<file path="src/rtl/rs_tx_pkg.sv">
// Shared definitions for the RS TX framer: FSM state codes, preamble table and
// derived-size helpers.
package rs_tx_pkg;

  // FSM state codes
  localparam logic [2:0] StIdle  = 3'd0;
  localparam logic [2:0] StPre   = 3'd1;
  localparam logic [2:0] StLen   = 3'd2;
  localparam logic [2:0] StData  = 3'd3;
  localparam logic [2:0] StCrc   = 3'd4;
  localparam logic [2:0] StPad   = 3'd5;
  localparam logic [2:0] StCheck = 3'd6;

  // Preamble byte selected by the latched rate select
  localparam logic [7:0] PRE_TABLE [4] = '{8'h55, 8'hAA, 8'h5A, 8'hA5};

  // Number of check-slot cycles per RS block
  function automatic int unsigned rs_r_calc(input int unsigned n, input int unsigned k,
                                            input int unsigned pad);
    return n - k + pad;
  endfunction

  // Bytes needed to carry a length field of width w
  function automatic int unsigned len_bytes(input int unsigned w);
    return (w + 7) / 8;
  endfunction

endpackage

</file>
<file path="src/rtl/crc16_ccitt_byte.sv">
// Combinational CRC-16-CCITT (poly 0x1021, MSB first) advanced by one byte.
module crc16_ccitt_byte (
  input  logic [15:0] crc,
  input  logic [7:0]  data,
  output logic [15:0] crc_next
);

  // Bitwise shift-register update over the 8 data bits
  always_comb begin
    logic [15:0] c;
    c = crc ^ {data, 8'h00};
    for (int i = 0; i < 8; i++) begin
      c = c[15] ? ({c[14:0], 1'b0} ^ 16'h1021) : {c[14:0], 1'b0};
    end
    crc_next = c;
  end

endmodule

</file>
<file path="src/rtl/rs_tx_framer.sv">
// TX framer between the MAC MTL read side and the RS encoder. Serialises input
// words to bytes, prepends preamble and LSB-first length, pads each RS block to
// RS_K data symbols and reserves RS_R check slots, resuming frames across blocks.
// Optional feature macro: RS_TX_FRAME_CRC_EN appends a CRC-16-CCITT (low byte first).
module rs_tx_framer
  import rs_tx_pkg::*;
#(
  parameter int unsigned RS_N     = 255,
  parameter int unsigned RS_K     = 239,
  parameter int unsigned CHK_PAD  = 7,
  parameter int unsigned IN_BYTES = 4,
  parameter int unsigned LEN_W    = 15,
  parameter int unsigned PRE_LEN  = 1,
  parameter int unsigned CNT_W    = 10,
  localparam int unsigned BE_W    = (IN_BYTES > 1) ? $clog2(IN_BYTES) : 1
) (
  input  logic                  i_clk,
  input  logic                  i_rst_n,
  input  logic                  i_val,
  input  logic                  i_sof,
  input  logic                  i_eof,
  input  logic [BE_W-1:0]       i_be,
  input  logic [8*IN_BYTES-1:0] i_data,
  output logic                  o_ack,
  input  logic [LEN_W-1:0]      i_frame_len,
  input  logic                  i_frame_len_val,
  input  logic [1:0]            i_rate_sel,
  output logic                  o_sof,
  output logic [7:0]            o_data,
  output logic                  o_rs_data_symbol,
  output logic                  o_rs_check_symbol,
  output logic                  o_underrun
);

  localparam int unsigned RS_R   = rs_r_calc(RS_N, RS_K, CHK_PAD);
  localparam int unsigned LEN_B  = len_bytes(LEN_W);
  localparam int unsigned LEN_BW = 8 * LEN_B;

  logic [2:0]        state_q, state_d, ret_q, ret_d, nxt_pos;
  logic [CNT_W-1:0]  cnt_q, cnt_d;
  logic [3:0]        idx_q, idx_d;
  logic [BE_W-1:0]   sel_q, sel_d, last_sel;
  logic [LEN_W-1:0]  len_q, len_d;
  logic [1:0]        rate_q, rate_d;
  logic [LEN_BW-1:0] len_ext;
  logic              start, in_blk;
  logic [7:0]        byte_d;
  logic              sof_d, dsym_d, csym_d, urun_d;

  assign start    = i_val & i_sof & i_frame_len_val;
  assign last_sel = (i_eof && IN_BYTES > 1) ? i_be : BE_W'(IN_BYTES - 1);
  assign len_ext  = LEN_BW'(len_q);
  assign o_ack    = i_val & (state_q == StData) & (sel_q == last_sel);

`ifdef RS_TX_FRAME_CRC_EN
  logic [15:0] crc_q, crc_d, crc_nxt;

  crc16_ccitt_byte u_crc (
    .crc      (crc_q),
    .data     (byte_d),
    .crc_next (crc_nxt)
  );

  // Re-seed on preamble entry, fold in every emitted payload byte
  always_comb begin
    crc_d = crc_q;
    if (state_d == StPre && state_q != StPre) begin
      crc_d = 16'hFFFF;
    end else if (state_q == StData && i_val) begin
      crc_d = crc_nxt;
    end
  end

  // CRC accumulator
  always_ff @(posedge i_clk or negedge i_rst_n) begin
    if (!i_rst_n) crc_q <= 16'hFFFF;
    else          crc_q <= crc_d;
  end
`endif

  // Next-state, symbol selection and block accounting
  always_comb begin
    state_d = state_q;
    ret_d   = ret_q;
    cnt_d   = cnt_q;
    idx_d   = idx_q;
    sel_d   = sel_q;
    len_d   = len_q;
    rate_d  = rate_q;
    nxt_pos = state_q;
    in_blk  = 1'b0;
    byte_d  = 8'h00;
    sof_d   = 1'b0;
    dsym_d  = 1'b0;
    csym_d  = 1'b0;
    urun_d  = 1'b0;
    case (state_q)
      StIdle: begin
        if (start) begin
          state_d = StPre;
          idx_d   = '0;
          sel_d   = '0;
          len_d   = i_frame_len;
          rate_d  = i_rate_sel;
        end
      end
      StPre: begin
        in_blk = 1'b1;
        dsym_d = 1'b1;
        byte_d = PRE_TABLE[rate_q];
        sof_d  = (idx_q == 4'd0);
        if (idx_q == 4'(PRE_LEN - 1)) begin
          idx_d   = '0;
          nxt_pos = StLen;
        end else begin
          idx_d = idx_q + 4'd1;
        end
      end
      StLen: begin
        in_blk = 1'b1;
        dsym_d = 1'b1;
        byte_d = 8'(len_ext >> {idx_q, 3'b000});
        if (idx_q == 4'(LEN_B - 1)) begin
          idx_d   = '0;
          sel_d   = '0;
          nxt_pos = StData;
        end else begin
          idx_d = idx_q + 4'd1;
        end
      end
      StData: begin
        in_blk = 1'b1;
        dsym_d = 1'b1;
        if (i_val) begin
          byte_d = 8'(i_data >> {sel_q, 3'b000});
          if (sel_q == last_sel) begin
            sel_d = '0;
            if (i_eof) begin
              idx_d = '0;
`ifdef RS_TX_FRAME_CRC_EN
              nxt_pos = StCrc;
`else
              nxt_pos = StPad;
`endif
            end
          end else begin
            sel_d = sel_q + 1'b1;
          end
        end else begin
          // Starved mid-frame: burn a zero data symbol, keep the lane
          urun_d = 1'b1;
        end
      end
`ifdef RS_TX_FRAME_CRC_EN
      StCrc: begin
        in_blk = 1'b1;
        dsym_d = 1'b1;
        byte_d = idx_q[0] ? crc_q[15:8] : crc_q[7:0];
        if (idx_q[0]) begin
          idx_d   = '0;
          nxt_pos = StPad;
        end else begin
          idx_d = 4'd1;
        end
      end
`endif
      StPad: begin
        in_blk = 1'b1;
        dsym_d = 1'b1;
      end
      StCheck: begin
        csym_d = 1'b1;
        if (cnt_q == CNT_W'(RS_R - 1)) begin
          cnt_d = '0;
          if (ret_q != StIdle) begin
            state_d = ret_q;
          end else if (start) begin
            state_d = StPre;
            idx_d   = '0;
            sel_d   = '0;
            len_d   = i_frame_len;
            rate_d  = i_rate_sel;
          end else begin
            state_d = StIdle;
          end
        end else begin
          cnt_d = cnt_q + 1'b1;
        end
      end
      default: state_d = StIdle;
    endcase

    // Block boundary: park the frame position (PAD means finished) and go to check slots
    if (in_blk) begin
      if (cnt_q == CNT_W'(RS_K - 1)) begin
        cnt_d   = '0;
        state_d = StCheck;
        ret_d   = (nxt_pos == StPad) ? StIdle : nxt_pos;
      end else begin
        cnt_d   = cnt_q + 1'b1;
        state_d = nxt_pos;
      end
    end
  end

  // State and counters
  always_ff @(posedge i_clk or negedge i_rst_n) begin
    if (!i_rst_n) begin
      state_q <= StIdle;
      ret_q   <= StIdle;
      cnt_q   <= '0;
      idx_q   <= '0;
      sel_q   <= '0;
      len_q   <= '0;
      rate_q  <= '0;
    end else begin
      state_q <= state_d;
      ret_q   <= ret_d;
      cnt_q   <= cnt_d;
      idx_q   <= idx_d;
      sel_q   <= sel_d;
      len_q   <= len_d;
      rate_q  <= rate_d;
    end
  end

  // Registered symbol outputs
  always_ff @(posedge i_clk or negedge i_rst_n) begin
    if (!i_rst_n) begin
      o_data            <= 8'h00;
      o_sof             <= 1'b0;
      o_rs_data_symbol  <= 1'b0;
      o_rs_check_symbol <= 1'b0;
      o_underrun        <= 1'b0;
    end else begin
      o_data            <= byte_d;
      o_sof             <= sof_d;
      o_rs_data_symbol  <= dsym_d;
      o_rs_check_symbol <= csym_d;
      o_underrun        <= urun_d;
    end
  end

endmodule

</file>
<file path="config.mk">
export PLATFORM = sky130hd
export DESIGN_NAME = rs_tx_framer
export DESIGN_NICKNAME = d
export VERILOG_FILES = /design/src/rtl/rs_tx_pkg.sv /design/src/rtl/crc16_ccitt_byte.sv /design/src/rtl/rs_tx_framer.sv
export SDC_FILE = /design/constraint.sdc
export NUM_CORES = 1
export LEC_CHECK = 0
export CAP_MARGIN = 20
export CELL_PAD_IN_SITES_DETAIL_PLACEMENT = 1
export CELL_PAD_IN_SITES_GLOBAL_PLACEMENT = 1
export CORE_MARGIN = 2
export CORE_UTILIZATION = 39
export DETAILED_ROUTE_END_ITERATION = 6
export MAX_ROUTING_LAYER = met4
export PLACE_DENSITY_LB_ADDON = 0.1
export SYNTH_ARGS = -nofsm -noshare
export SYNTH_HDL_FRONTEND = slang
export SYNTH_SLANG_ARGS = --single-unit
export TNS_END_PERCENT = 10
</file>
<file path="constraint.sdc">
create_clock -name i_clk -period 2.3 [get_ports i_clk]
set_input_delay 0.46 -clock i_clk [delete_from_list [all_inputs] [get_ports i_clk]]
set_output_delay 0.46 -clock i_clk [all_outputs]
set_load 0.1 [all_outputs]
</file>
==> flow_metrics.tcl <==
set metrics [dict create \
    finalWeightedCongestion 0.8420 \
    holdBufCountCts 0 \
    power_per_cell_area_nw_per_um2 1209 \
    globalRouteTotalUtil_pct 20.60 \
    grt_first_pass_wirelength_mm 13.12 \
    path_clk_slew_ns 0.10 \
    synth.yosys.seq_area_share_pct 43.55 \
    relSlewSlack_pct 61.06 \
    synth_enable_flop_cells 0 \
    synth.cells.most_frequent "sky130_fd_sc_hd__dfrtp_1, sky130_fd_sc_hd__nand2_1, sky130_fd_sc_hd__nor2_1" \
    irDropWorstVdd_mv 0.5411 \
    start_util_pct 40.40 \
    synth_async_sr_flop_share_pct 100.0 \
    critPathCaptureType "primary output" \
    clock_insertion_delay_at_the_later_pin_of_the_skew_report_ns 0.30 \
    netlist_instances 266 \
    crit_path_start_kind "input port" \
    yosysMostFrequentCell "sky130_fd_sc_hd__dfrtp_1" \
    grt_start_max_net_pins 22 \
    first_global_vias 2500 \
    drtAntennaViolNets 0 \
    ys_seq_elements 51 \
    fin_tns_setup_ns 0 \
    layout.nets 414 \
    post_drt_wl_per_cell_um 17.69 \
    post_synthesis_instance_area_um2 2930 \
    clkSinkCount 51 \
    holdCritPathClass "input port to async pin" \
    run_status "finished clean" \
    post-layout-total-power_mw 4.796 \
    vias_per_cell 5.296 \
    timing.hold.ws_ns 0.1045 \
    final_number_of_setup_violating_endpoints 0 \
    synth_cell_type_count 59 \
    clock_tree_skew_after_final_layout_ns 0.006230 \
    fp.dieH_um 90.68 \
    die_area_um2 8223 \
    max_clock_freq_ghz 0.4382 \
    drt-total-wl_mm 7.941 \
    timing.final.crit_share_pct 99.22 \
    post-route-min-period_ns 2.282 \
    pin_count 70 \
    port_buffers 69 \
    crit_type "input port to primary output" \
    detailedRoute.firstIterationViolations 89 \
    synth.avg_cell_area_um2 11.02 \
    placement_rows 31 \
    p_leak_nw 1.759 \
    synth_largest_area_cell "sky130_fd_sc_hd__dfrtp_1" \
    synth_warnings 0 \
    postSynthNetCount 331 \
    vias 2378 \
    clock_tree.htree_level_count 2 \
    area_growth_syn_to_layout_pct 35.35 \
    required_ns 1.84 \
    core_um2 7253 \
    cts-buffers-inserted 5 \
    timing.final.hold_violations 0 \
    cts-root-to-sink-buffers 2 \
    detail_route.first_pass.iterations 4 \
    unrepaired_setup_endpoints_after_global_routing "yes" \
    worstPathArrival_ns 1.82 \
    synth_largest_type_area_fraction_pct 43.55 \
    drv.max_cap_violation_count 0 \
    tritoncts "done" \
    drv_slew 0 \
    worstPathMaxFanout 2 \
    antenna_cells 0 \
    layout-drive-gt1-share_pct 22.29 \
    grt-ovfl-total 0 \
    place.detailed.hpwl_mm 6.163 \
    drc_errors 0 \
    root_buffer "sky130_fd_sc_hd__clkbuf_8" \
    timing_worst_slew_pin_value_ns 0.5841 \
    ys.flop_type "sky130_fd_sc_hd__dfrtp_1" \
    fp.dieW_um 90.68 \
    antenna_found_initial 0 \
    synthTopCellsByArea "sky130_fd_sc_hd__dfrtp_1, sky130_fd_sc_hd__mux4_2, sky130_fd_sc_hd__mux2_4, sky130_fd_sc_hd__mux2_2, sky130_fd_sc_hd__ha_1" \
]
-- worst paths after layout --
path / endpoint / depth (start not counted) / slack (ns) / start
worst max-delay path: o_ack / 7 / 0.02 / i_be[1]
worst min-delay path: o_sof / 1 / 0.10 / i_rst_n
worst max register to register: state_q[0] / 5 / 0.13 / state_q[2]
worst min register to register: len_q[8] / 1 / 0.51 / len_q[8]
max in group asynchronous: cnt_q[1] / 2 / 1.57 / i_rst_n
min in group i_clk: len_q[8] / 1 / 0.51 / len_q[8]
-- power by group --
group	switching [mW]	leakage, nW	internal (mW)
Clock	0.306	0.0654	0.435
Sequential	0.286	0.644	1.24
Combinational	1.48	1.05	1.06
-- final cells by class --
class | instances | area (µm²)
Fill cell | 803 | 3287
Multi-Input combinational cell | 188 | 1568
Sequential cell | 51 | 1276
Timing Repair Buffer | 85 | 798.3
Tap cell | 99 | 123.9
Clock buffer | 6 | 72.57
Inverter | 18 | 67.56
Clock inverter | 2 | 60.06
-- state kept, by name, indices dropped and copies added, names as in the netlist, 2 cells and up --
name     flops
ret_q        3
idx_q        4
sel_q        2
len_q       15
state_q      3
cnt_q       10
o_data       8
rate_q       2
-- cell usage in the layout (no fill, tap or decap), drive strengths merged, types with 2 or more instances in the layout --
| cell type | count |
|---|---|
| nand2b | 3 |
| a41o | 2 |
| bufinv | 2 |
| buf | 30 |
| clkbuf | 6 |
| nor2 | 20 |
| and2 | 2 |
| o21ai | 4 |
| dfrtp | 51 |
| o31ai | 2 |
| nand2 | 21 |
| xor2 | 2 |
| a21oi | 9 |
| or3 | 3 |
| nand4 | 7 |
| o221ai | 7 |
| mux4 | 8 |
| nor3 | 7 |
| nand3 | 12 |
| mux2i | 7 |
| nor2b | 5 |
| inv | 18 |
| o211ai | 3 |
| xnor2 | 7 |
| ha | 8 |
| mux2 | 19 |
| a31oi | 2 |
| a21o | 3 |
| clkdlybuf4s50 | 55 |
| and3 | 2 |
-- logic make-up (layout without fill, tap and decap cells) --
family | count (synthesis) | in the layout | share of synthesized area (%)
AND/OR/NAND/NOR | 92 | 92 | 16.95
flip-flops | 51 | 51 | 43.55
AO/OA/AOI/OAI | 44 | 44 | 11.66
multiplexers | 34 | 34 | 17.12
buffers and inverters | 27 | 111 | 4.270
adder cells (fa/ha/maj) | 9 | 9 | 3.758
XOR/XNOR | 9 | 9 | 2.690
-- worst max-delay path, cell delays in order --
cell and delay [ns]:
sky130_fd_sc_hd__clkdlybuf4s50_1 0.43, sky130_fd_sc_hd__buf_4 0.15, sky130_fd_sc_hd__xnor2_1 0.14, sky130_fd_sc_hd__a32o_2 0.29, sky130_fd_sc_hd__nor2_2 0.14, sky130_fd_sc_hd__nor2_4 0.05, sky130_fd_sc_hd__buf_12 0.16
-- through the flow --
step | instance area (µm²) | instances | util, % | setup slack (ns)
after CTS | 3946 | 448 | 54.41 | 0.009850
final | 3966 | 449 | 54.68 | 0.01785
after detailed placement | 3795 | 440 | 52.32 | -0.1332
after global placement | 3795 | 440 | 52.32 | -0.08075
after floorplan | 2938 | 266 | - | 0.2307
after global routing | 3966 | 449 | 54.68 | -0.01855
-- layer usage --
layer	GRT usage, %	wire length (µm)
met5	-	0
met4	5.000	91
met3	3.923	349
met2	31.90	3724
met1	28.07	3776
-- timing repair --
item                                    in CTS  in global routing
gates resized for setup                      5                  3
buffers inserted                             0                  1
pin swaps                                    1                  1
endpoints found under the setup margin       1                  5
gates cloned                                 0                  0
endpoints found under the hold margin        0                  0
Note: power is estimated with default switching activity, not from simulation.
